<file path="config.mk">
export PLATFORM = sky130hd
export DESIGN_NAME = subtractor_serial
export DESIGN_NICKNAME = d
export VERILOG_FILES = /design/src/rtl/subtractor_serial.sv
export SDC_FILE = /design/constraint.sdc
export NUM_CORES = 1
export LEC_CHECK = 0
export ABC_CLOCK_PERIOD_IN_PS = 3500
export CAP_MARGIN = 20
export CORE_AREA = 2 2 43 85
export DETAILED_ROUTE_END_ITERATION = 10
export DIE_AREA = 0 0 45 87
export GPL_ROUTABILITY_DRIVEN = 1
export MAX_ROUTING_LAYER = met4
export PLACE_DENSITY_LB_ADDON = 0.2
export SYNTH_ARGS = -nofsm -noshare
export SYNTH_HDL_FRONTEND = slang
export SYNTH_SLANG_ARGS = --single-unit
</file>
<file path="constraint.sdc">
create_clock -name clk -period 3.5 [get_ports clk]
set_input_delay 0.35 -clock clk [delete_from_list [all_inputs] [get_ports clk]]
set_output_delay 0.35 -clock clk [all_outputs]
set_load 0.02 [all_outputs]
</file>
<file path="src/rtl/subtractor_serial.sv">
// Digit-serial unsigned subtractor: diff = a - b, DIGIT bits per cycle, with a start/done handshake.
// Optional feature macro SUBTRACTOR_SERIAL_SAT_EN clamps a borrowing result to zero.
module subtractor_serial #(
  parameter int WIDTH = 8,
  parameter int DIGIT = 2
) (
  input  logic             clk,
  input  logic             rst,
  input  logic             start,
  input  logic [WIDTH-1:0] a,
  input  logic [WIDTH-1:0] b,
  output logic             busy,
  output logic             done,
  output logic [WIDTH-1:0] diff,
  output logic             bout,
  output logic             zero
);

  localparam int NDIG = WIDTH / DIGIT;
  localparam int CW   = $clog2(NDIG + 1);

  generate
    if (WIDTH < 2 || DIGIT < 1 || DIGIT > WIDTH || (WIDTH % DIGIT) != 0) begin : g_param_check
      $error("subtractor_serial: DIGIT must divide WIDTH and WIDTH must be >= 2");
    end
  endgenerate

  typedef enum logic [1:0] {IDLE, RUN, DONE} state_t;

  state_t           state;
  state_t           state_next;
  logic [WIDTH-1:0] a_sr;
  logic [WIDTH-1:0] b_sr;
  logic [WIDTH-1:0] acc;
  logic [WIDTH-1:0] acc_next;
  logic             borrow;
  logic [CW-1:0]    cnt;
  logic [DIGIT:0]   step;
  logic             last;

  // Handshake: start is accepted on any edge where busy is low; done pulses for the one
  // DONE cycle and diff/bout/zero change only on the edge that enters DONE.
  assign busy = (state == RUN);
  assign done = (state == DONE);
  assign last = (cnt == CW'(NDIG - 1));

  // Top bit of the (DIGIT+1)-bit difference is the borrow out of this digit.
  assign step = {1'b0, a_sr[DIGIT-1:0]} - {1'b0, b_sr[DIGIT-1:0]} - {{DIGIT{1'b0}}, borrow};

  generate
    if (DIGIT == WIDTH) begin : g_single
      assign acc_next = step[DIGIT-1:0];
    end else begin : g_multi
      assign acc_next = {step[DIGIT-1:0], acc[WIDTH-1:DIGIT]};
    end
  endgenerate

  always_ff @(posedge clk or posedge rst) begin
    if (rst) state <= IDLE;
    else     state <= state_next;
  end

  always_comb begin
    state_next = state;
    case (state)
      IDLE, DONE: state_next = start ? RUN : IDLE;
      RUN:        state_next = last ? DONE : RUN;
      default:    state_next = IDLE;
    endcase
  end

  always_ff @(posedge clk or posedge rst) begin
    if (rst) begin
      a_sr   <= '0;
      b_sr   <= '0;
      acc    <= '0;
      borrow <= 1'b0;
      cnt    <= '0;
      diff   <= '0;
      bout   <= 1'b0;
      zero   <= 1'b0;
    end else if (state != RUN) begin
      if (start) begin
        a_sr   <= a;
        b_sr   <= b;
        acc    <= '0;
        borrow <= 1'b0;
        cnt    <= '0;
      end
    end else begin
      a_sr   <= a_sr >> DIGIT;
      b_sr   <= b_sr >> DIGIT;
      acc    <= acc_next;
      borrow <= step[DIGIT];
      cnt    <= cnt + CW'(1);
      if (last) begin
`ifdef SUBTRACTOR_SERIAL_SAT_EN
        diff <= step[DIGIT] ? '0 : acc_next;
`else
        diff <= acc_next;
`endif
        bout <= step[DIGIT];
        zero <= (acc_next == '0);
      end
    end
  end

endmodule

</file>
==> results of run 1 <==
[Yosys cell counts]
cell                       instances  area [µm²]
sky130_fd_sc_hd__dfrtp_1          38       950.9
sky130_fd_sc_hd__nand2_1          27       101.4
sky130_fd_sc_hd__o21ai_0          18       90.09
sky130_fd_sc_hd__mux2i_1          16       160.2
sky130_fd_sc_hd__inv_1             7       26.28
sky130_fd_sc_hd__nand3b_1          7       52.55
sky130_fd_sc_hd__mux2_2            6       67.56
sky130_fd_sc_hd__nor2_1            6       22.52
sky130_fd_sc_hd__buf_4             4       30.03
sky130_fd_sc_hd__ha_1              4       50.05
sky130_fd_sc_hd__mux2_4            3       45.04
sky130_fd_sc_hd__buf_2             2       10.01
sky130_fd_sc_hd__buf_6             2       22.52
sky130_fd_sc_hd__fa_1              2       40.04
sky130_fd_sc_hd__or3_1             2       12.51
sky130_fd_sc_hd__clkbuf_1          1       3.750
sky130_fd_sc_hd__inv_2             1       3.750
sky130_fd_sc_hd__nand2b_2          1       8.760
sky130_fd_sc_hd__nand3_1           1       5.000
sky130_fd_sc_hd__nand3b_4          1       20.02
sky130_fd_sc_hd__nor2b_1           1       6.260
sky130_fd_sc_hd__nor3_1            1       5.000
sky130_fd_sc_hd__nor4_1            1       6.260
sky130_fd_sc_hd__or2_2             1       6.260
sky130_fd_sc_hd__xnor2_1           1       8.760
[area by class of cell]
class	count	area (µm²)	share of cell area
flip-flops and latches	38	950.9	0.4358
inverters	8	30.03	0.01376
repair buffers	33	342.8	0.1571
multi-input cells	99	708.2	0.3245
well taps	32	40.04	0.01835
clock buffers	8	110.1	0.05046
[path summary, 6_finish.rpt]
kind,start,to,slack (ns)
max in group asynchronous,rst,a_sr[4]$_DFFE_PP0P_,2.69
hold / removal,rst,acc[2]$_DFFE_PP0P_,0.47
hold reg to reg,bout$_DFFE_PP0P_,bout$_DFFE_PP0P_,0.48
setup / recovery,state[1]$_DFF_PP0_,busy,1.02
min in group clk,bout$_DFFE_PP0P_,bout$_DFFE_PP0P_,0.48
setup reg to reg,a_sr[0]$_DFFE_PP0P_,zero$_DFFE_PP0P_,1.04
[placed cells by master, fill, tap and decap left out]
master                            instances
sky130_fd_sc_hd__buf_16                   1
sky130_fd_sc_hd__buf_4                    2
sky130_fd_sc_hd__clkbuf_8                 8
sky130_fd_sc_hd__clkdlybuf4s50_1         30
sky130_fd_sc_hd__dfrtp_1                 38
sky130_fd_sc_hd__fa_1                     2
sky130_fd_sc_hd__ha_1                     4
sky130_fd_sc_hd__inv_1                    7
sky130_fd_sc_hd__inv_2                    1
sky130_fd_sc_hd__mux2_2                   6
sky130_fd_sc_hd__mux2_4                   3
sky130_fd_sc_hd__mux2i_1                 16
sky130_fd_sc_hd__nand2_1                 27
sky130_fd_sc_hd__nand2b_2                 1
sky130_fd_sc_hd__nand3_1                  1
sky130_fd_sc_hd__nand3b_1                 7
sky130_fd_sc_hd__nand3b_4                 1
sky130_fd_sc_hd__nor2_1                   6
sky130_fd_sc_hd__nor2b_1                  1
sky130_fd_sc_hd__nor3_1                   1
sky130_fd_sc_hd__nor4_1                   1
sky130_fd_sc_hd__o21ai_0                 18
sky130_fd_sc_hd__or2_2                    1
sky130_fd_sc_hd__or3_1                    2
sky130_fd_sc_hd__xnor2_1                  1
[routing by layer]
layer | GRT usage | up-vias | part of all wire
met5 | - | - | 0
met4 | 0.08824 | 0 | 0.024
met3 | 0.05187 | 7 | 0.046
met2 | 0.2519 | 23 | 0.47
met1 | 0.2334 | 544 | 0.46
li1 | - | 571 | -
[state kept, by name (all words and copies together), names as in the netlist]
name and count:
diff 8, cnt 3, zero 1, borrow 1, bout 1, a_sr 8, b_sr 8, acc 6
state 2
[report_power, final]
part	switching, mW	internal, mW	leakage, nW
clock network	0.143	0.199	0.0575
logic	0.420	0.372	0.506
registers	0.114	0.624	0.489
[logic make-up (layout without fill, tap and decap cells)]
family	count (synthesis)	in the layout	share of synthesized area
flops	38	38	0.5417
xor+xnor	1	1	0.004990
compound gates	18	18	0.05132
fa+ha+maj	6	6	0.05132
buf+inv	17	49	0.05488
simple gates	49	49	0.1404
mux	25	25	0.1554
[worst reg2reg max path, cell delays in order (launching register included)]
cell,delay (ns)
sky130_fd_sc_hd__dfrtp_1,0.40
sky130_fd_sc_hd__fa_1,0.56
sky130_fd_sc_hd__inv_1,0.05
sky130_fd_sc_hd__ha_1,0.16
sky130_fd_sc_hd__or2_2,0.28
sky130_fd_sc_hd__fa_1,0.50
sky130_fd_sc_hd__nor3_1,0.21
sky130_fd_sc_hd__nand3_1,0.09
sky130_fd_sc_hd__o21ai_0,0.14
[through the flow]
step / utilization / worst slack [ns]
after floorplan: - / 1.166
after global placement: 0.6189 / 1.104
after detailed placement: 0.6189 / 1.020
after CTS: 0.6523 / 1.006
after global routing: 0.6606 / 0.8669
final: 0.6606 / 1.025
==> metrics.txt, run 1 <==
# TYPE chip_impl_metric gauge
chip_impl_info{name="outcome",value="complete, no violations"} 1
chip_impl_metric{name="reg2reg_depth",unit=""} 8
chip_impl_metric{name="start_util",unit=""} 0.5314
chip_impl_metric{name="final.hold.worst_slack",unit="ns"} 0.4705
chip_impl_metric{name="grt_start_max_net_pins",unit=""} 40
chip_impl_metric{name="worst_ep_arrival",unit="ns"} 2.13
chip_impl_metric{name="numCtsBuffers",unit=""} 5
chip_impl_metric{name="fin_setup_tns",unit="ns"} 0
chip_impl_metric{name="finalInstanceArea",unit="mm²"} 0.002182
chip_impl_metric{name="antenna_found_initial",unit=""} 0
chip_impl_metric{name="hold_viol_final",unit=""} 0
chip_impl_metric{name="placementRows",unit=""} 30
chip_impl_metric{name="clkSlewWorstSetupHoldPaths",unit="ns"} 0.07
chip_impl_metric{name="clk_path_buf_depth",unit=""} 2
chip_impl_metric{name="leakagePower",unit="nW"} 1.052
chip_impl_metric{name="syn-num-nets",unit=""} 179
chip_impl_metric{name="insertion_delay",unit="ns"} 0.29
chip_impl_metric{name="finClkSkew",unit="ns"} 0.003836
chip_impl_info{name="timing.setup.critical_path_class",value="flop to primary output"} 1
chip_impl_metric{name="ys_seq_elements",unit=""} 38
chip_impl_metric{name="synth_seq_area_share",unit=""} 0.5417
chip_impl_metric{name="filler_cell_count",unit=""} 269
chip_impl_metric{name="power.density",unit="mW/mm²"} 858.0
chip_impl_metric{name="hpwl",unit="mm"} 1.902
chip_impl_metric{name="firstDrtPassIters",unit=""} 4
chip_impl_info{name="critical_path.startpoint_type",value="flop"} 1
chip_impl_metric{name="maxCapViolCount",unit=""} 0
chip_impl_metric{name="grt_pass1_vias",unit=""} 1121
chip_impl_metric{name="post_synth.cell_area_avg",unit="µm²"} 11.40
chip_impl_metric{name="cts.sink_count",unit=""} 38
chip_impl_metric{name="drt_first_iter_violations",unit=""} 10
chip_impl_metric{name="die_area",unit="mm²"} 0.003915
chip_impl_metric{name="layout_worst_path_cycle_share",unit=""} 0.7072
chip_impl_info{name="worst_path_max_delay_cell",value="sky130_fd_sc_hd__clkdlybuf4s50_1"} 1
chip_impl_metric{name="cts_htree_levels",unit=""} 2
chip_impl_metric{name="drv_slew",unit=""} 0
chip_impl_metric{name="antenna_nets_post_route",unit=""} 0
chip_impl_metric{name="chipWidth",unit="µm"} 45
chip_impl_metric{name="relative_slew_slack",unit=""} 0.6399
chip_impl_metric{name="tightestPinTransition",unit="ns"} 0.5393
chip_impl_info{name="setup_repair_after_global_routing_missed_its_margin",value="no"} 1
chip_impl_metric{name="routed_wire_length_per_instance",unit="µm"} 13.39
chip_impl_metric{name="layout_min_cycle_time",unit="ns"} 2.475
chip_impl_info{name="cts_tree",value="built"} 1
chip_impl_metric{name="die_h",unit="µm"} 87
chip_impl_metric{name="vias",unit=""} 1145
chip_impl_metric{name="grt_first_pass_wirelength",unit="mm"} 4.974
chip_impl_metric{name="residual_overflow_from_global_routing",unit=""} 0
chip_impl_metric{name="post-cts-setup-buffers",unit=""} 0
chip_impl_metric{name="portBuffers",unit=""} 30
chip_impl_metric{name="gp_congestion",unit=""} 0.7655
chip_impl_metric{name="syn2layout_area_growth",unit="%"} 24.30
chip_impl_metric{name="fp.coreArea",unit="mm²"} 0.003303
chip_impl_metric{name="critPathBufInv",unit=""} 2
chip_impl_metric{name="power",unit="mW"} 1.872
chip_impl_metric{name="io_pins",unit=""} 31
chip_impl_metric{name="drt_wl_total",unit="mm"} 2.920
chip_impl_metric{name="max_freq",unit="GHz"} 0.4040
chip_impl_metric{name="critPathRequiredTime",unit="ns"} 3.15
chip_impl_metric{name="drive_gt1_frac",unit=""} 0.1290
chip_impl_metric{name="finalSetupViolations",unit=""} 0
chip_impl_metric{name="critical_path_depth",unit=""} 3
chip_impl_metric{name="finalNetCount",unit=""} 210
chip_impl_metric{name="irDropWorstVdd",unit="V"} 0.0005750
chip_impl_metric{name="post_synth_num_cell_types",unit=""} 25
chip_impl_metric{name="count_of_unresolved_drc_violations_after_routing",unit=""} 0
chip_impl_metric{name="cts_resized",unit=""} 0
chip_impl_metric{name="place.detailed.instances",unit=""} 209
chip_impl_metric{name="antenna-diode-count",unit=""} 0
chip_impl_info{name="hold_path.class",value="input pin to async pin"} 1
chip_impl_metric{name="stdcell_count",unit=""} 218
chip_impl_metric{name="syn_area",unit="mm²"} 0.001755
chip_impl_metric{name="instance_area_at_placement",unit="mm²"} 0.002044
chip_impl_metric{name="ctsHoldBuffers",unit=""} 0
chip_impl_metric{name="crit_path_max_fanout",unit=""} 39
chip_impl_metric{name="synthesis.instances",unit=""} 154
chip_impl_metric{name="grtUsageTotal",unit=""} 0.1791
chip_impl_metric{name="ys_warn_count",unit=""} 0
chip_impl_info{name="end_kind",value="primary output"} 1
chip_impl_info{name="crit_chain",value="nand2b_2, inv_2, clkdlybuf4s50_1"} 1
chip_impl_metric{name="worst_path_largest_cell_delay",unit="ns"} 0.71
chip_impl_info{name="cts-root-buf",value="sky130_fd_sc_hd__clkbuf_8"} 1
chip_impl_info{name="worst_path_dominant_cell_family",value="buffers and inverters"} 1
chip_impl_metric{name="avgViaCountPerCell",unit=""} 5.252
(Power assumes the default switching activity.)
==> run 2: changes to the inputs <==
--- a/config.mk
+++ b/config.mk
@@ -5,11 +5,11 @@
 export SDC_FILE = /design/constraint.sdc
 export NUM_CORES = 1
 export LEC_CHECK = 0
-export ABC_CLOCK_PERIOD_IN_PS = 3500
+export ABC_CLOCK_PERIOD_IN_PS = 2200
 export CAP_MARGIN = 20
-export CORE_AREA = 2 2 43 85
+export CORE_AREA = 2 2 47 92
 export DETAILED_ROUTE_END_ITERATION = 10
-export DIE_AREA = 0 0 45 87
+export DIE_AREA = 0 0 49 94
 export GPL_ROUTABILITY_DRIVEN = 1
 export MAX_ROUTING_LAYER = met4
 export PLACE_DENSITY_LB_ADDON = 0.2
==> constraint.sdc (replaced) <==
create_clock -name clk -period 2.2 [get_ports clk]
set_input_delay 0.22 -clock clk [delete_from_list [all_inputs] [get_ports clk]]
set_output_delay 0.22 -clock clk [all_outputs]
set_load 0.02 [all_outputs]
==> run 2 against run 1 <==
  * The run now ends with setup timing left
  * Cell area rose by 0.23%
  * Clock-buffer cell count fell by 1
  * Die area rose by 18%
  * Non-clock buffer count rose by 1
  * Routed wire length rose by 4.9%
  * Worst setup slack got worse by 1.1 ns
  * Register-to-register slack got worse by 1.1 ns
  * Critical path depth rose by 6
  * Utilization fell by 9.7 points
  * Largest cell class unchanged
  * Largest power group unchanged
==> metrics.txt, run 2 (same netlist as run 1, synthesis figures left out) <==
# TYPE chip_impl_metric gauge
chip_impl_info{name="outcome",value="finished, violations left"} 1
chip_impl_info{name="violations",value="setup timing"} 1
chip_impl_metric{name="tightestPinTransition",unit="ns"} 0.4761
chip_impl_info{name="timing.setup.critical_path_class",value="flop to flop"} 1
chip_impl_metric{name="numCtsBuffers",unit=""} 5
chip_impl_metric{name="count_of_unresolved_drc_violations_after_routing",unit=""} 0
chip_impl_metric{name="clkSlewWorstSetupHoldPaths",unit="ns"} 0.07
chip_impl_metric{name="layout_worst_path_cycle_share",unit=""} 1.023
chip_impl_metric{name="layout_min_cycle_time",unit="ns"} 2.250
chip_impl_metric{name="ctsHoldBuffers",unit=""} 0
chip_impl_info{name="hold_path.class",value="input pin to async pin"} 1
chip_impl_metric{name="power_internal",unit="mW"} 1.882
chip_impl_metric{name="finClkSkew",unit="ns"} 0.003468
chip_impl_info{name="end_kind",value="flop"} 1
chip_impl_info{name="setup_repair_after_global_routing_missed_its_margin",value="yes"} 1
chip_impl_metric{name="final.setup.worst_slack",unit="ns"} -0.04989
chip_impl_metric{name="drt_wl_total",unit="mm"} 3.064
chip_impl_metric{name="io_pins",unit=""} 31
chip_impl_metric{name="max_freq",unit="GHz"} 0.4445
chip_impl_metric{name="die_area",unit="mm²"} 0.004606
chip_impl_metric{name="fin_setup_tns",unit="ns"} -0.08720
chip_impl_metric{name="firstDrtPassIters",unit=""} 4
chip_impl_metric{name="power.sequential.fraction",unit=""} 0.395
chip_impl_metric{name="syn2layout_area_growth",unit="%"} 24.59
chip_impl_metric{name="cts_htree_levels",unit=""} 2
chip_impl_metric{name="grtUsageTotal",unit=""} 0.1561
chip_impl_metric{name="die_h",unit="µm"} 94
chip_impl_info{name="critical_path.startpoint_type",value="flop"} 1
chip_impl_info{name="largest_registers",value="a_sr x8, b_sr x8, diff x8"} 1
chip_impl_metric{name="portBuffers",unit=""} 30
chip_impl_info{name="layout_common_cells",value="sky130_fd_sc_hd__dfrtp_1 (38), sky130_fd_sc_hd__clkdlybuf4s50_1 (30), sky130_fd_sc_hd__nand2_1 (27)"} 1
chip_impl_metric{name="routed_wire_length_per_instance",unit="µm"} 12.87
chip_impl_metric{name="worst_ep_arrival",unit="ns"} 2.46
chip_impl_metric{name="reg2reg_depth",unit=""} 9
chip_impl_metric{name="hpwl",unit="mm"} 2.210
chip_impl_metric{name="post-cts-setup-buffers",unit=""} 0
chip_impl_metric{name="gp_congestion",unit=""} 0.7839
chip_impl_metric{name="power_frac_comb",unit=""} 0.445
chip_impl_metric{name="filler_cell_count",unit=""} 379
chip_impl_metric{name="antenna_found_initial",unit=""} 0
chip_impl_metric{name="clkPwrFrac",unit=""} 0.161
chip_impl_info{name="cts_tree",value="built"} 1
chip_impl_metric{name="drive_gt1_frac",unit=""} 0.1551
chip_impl_metric{name="finalNetCount",unit=""} 211
chip_impl_info{name="reg2reg_to",value="zero$_DFFE_PP0P_"} 1
chip_impl_metric{name="drt_first_iter_violations",unit=""} 17
chip_impl_metric{name="maxCapViolCount",unit=""} 0
chip_impl_metric{name="antenna_nets_post_route",unit=""} 0
chip_impl_metric{name="switching_power_summed_over_all_nets",unit="mW"} 1.110
chip_impl_metric{name="residual_overflow_from_global_routing",unit=""} 0
chip_impl_metric{name="antenna-diode-count",unit=""} 0
chip_impl_metric{name="power.density",unit="mW/mm²"} 1368
chip_impl_metric{name="vias",unit=""} 1174
chip_impl_metric{name="grt_start_max_net_pins",unit=""} 39
chip_impl_metric{name="finalSetupViolations",unit=""} 2
chip_impl_metric{name="grt_pass1_vias",unit=""} 1263
chip_impl_metric{name="grt_first_pass_wirelength",unit="mm"} 5.333
chip_impl_metric{name="placementRows",unit=""} 32
chip_impl_metric{name="clk_path_buf_depth",unit=""} 2
chip_impl_metric{name="crit_path_max_fanout",unit=""} 3
chip_impl_info{name="cts-root-buf",value="sky130_fd_sc_hd__clkbuf_8"} 1
chip_impl_metric{name="chipWidth",unit="µm"} 49
chip_impl_metric{name="avgViaCountPerCell",unit=""} 4.933
chip_impl_metric{name="worst-r2r-setup-slack",unit="ns"} -0.05
chip_impl_metric{name="fp.coreArea",unit="mm²"} 0.003884
chip_impl_info{name="layout_commonest_cell",value="sky130_fd_sc_hd__dfrtp_1"} 1
chip_impl_metric{name="final.hold.worst_slack",unit="ns"} 0.3464
chip_impl_metric{name="drv_slew",unit=""} 0
chip_impl_metric{name="relative_slew_slack",unit=""} 0.6826
chip_impl_metric{name="leakagePower",unit="nW"} 1.038
chip_impl_metric{name="hold_viol_final",unit=""} 0
chip_impl_metric{name="irDropWorstVdd",unit="V"} 0.0008925
chip_impl_metric{name="start_util",unit=""} 0.4520
chip_impl_metric{name="cts.sink_count",unit=""} 38
chip_impl_info{name="r2r_start",value="borrow$_DFFE_PP0P_"} 1
chip_impl_metric{name="switching_share",unit=""} 0.3710
chip_impl_metric{name="critPathRequiredTime",unit="ns"} 2.41
chip_impl_metric{name="insertion_delay",unit="ns"} 0.28
## run 2: cell count changes in the layout (fill, tap and decap cells not counted), sizes merged
cell and delta:
buf +1, clkbuf -1, clkinv +1
## run 2: layer usage
metal | GRT usage | part of all wire | up-vias
li1 | - | - | 572
met1 | 0.1471 | 0.37 | 573
met2 | 0.2945 | 0.58 | 23
met3 | 0.02866 | 0.033 | 6
met4 | 0.07857 | 0.022 | 0
met5 | - | 0 | -
## run 2: worst max-delay path by stage
stage	endpoint	cells after the start	start
2_1_floorplan	zero$_DFFE_PP0P_	9	borrow$_DFFE_PP0P_
3_3_place_gp	zero$_DFFE_PP0P_	9	borrow$_DFFE_PP0P_
3_5_place_dp	zero$_DFFE_PP0P_	9	borrow$_DFFE_PP0P_
4_1_cts	zero$_DFFE_PP0P_	9	borrow$_DFFE_PP0P_
5_1_grt	zero$_DFFE_PP0P_	9	b_sr[0]$_DFFE_PP0P_
6_report	zero$_DFFE_PP0P_	9	borrow$_DFFE_PP0P_
## run 2: repair_timing
item	CTS	global route
pin swaps	1	1
endpoints found under the setup margin	2	2
resized for setup	2	3
## run 2: stage by stage
step | setup slack, ns | area, µm² | total power, mW | instances | util
floorplan | -0.02122 | 1758 | 2.113 | 154 | -
global placement | -0.05897 | 2086 | 2.436 | 230 | 0.5370
detailed placement | -0.1821 | 2086 | 2.524 | 230 | 0.5370
CTS | -0.1493 | 2180 | 3.015 | 238 | 0.5612
global route | -0.1439 | 2187 | 3.233 | 238 | 0.5631
finish | -0.04989 | 2187 | 2.992 | 238 | 0.5631
## run 2: power groups by stage
stage	registers (mW)	clock network [mW]	logic (mW)
after floorplan	1.24	0	0.869
after CTS	1.18	0.497	1.34
final	1.18	0.480	1.33
after global placement	1.18	0	1.26
after global routing	1.22	0.526	1.49
after detailed placement	1.19	0	1.33
## run 2: area by class of cell
| class | instances | area (µm²) | area share |
|---|---|---|---|
| Inverter | 8 | 30.03 | 0.01373 |
| Timing Repair Buffer | 34 | 330.3 | 0.1510 |
| Sequential cell | 38 | 950.9 | 0.4348 |
| Tap cell | 51 | 63.81 | 0.02918 |
| Multi-Input combinational cell | 99 | 720.7 | 0.3295 |
| Clock inverter | 1 | 5.005 | 0.002288 |
| Clock buffer | 7 | 86.33 | 0.03947 |
## run 2: critical path, stage by stage (launching register included)
cell,delay [ns]
sky130_fd_sc_hd__dfrtp_1,0.34
sky130_fd_sc_hd__inv_2,0.05
sky130_fd_sc_hd__fa_1,0.58
sky130_fd_sc_hd__inv_1,0.06
sky130_fd_sc_hd__ha_2,0.16
sky130_fd_sc_hd__or2_4,0.22
sky130_fd_sc_hd__fa_2,0.45
sky130_fd_sc_hd__nor3_2,0.12
sky130_fd_sc_hd__nand3_1,0.09
sky130_fd_sc_hd__o21ai_1,0.13
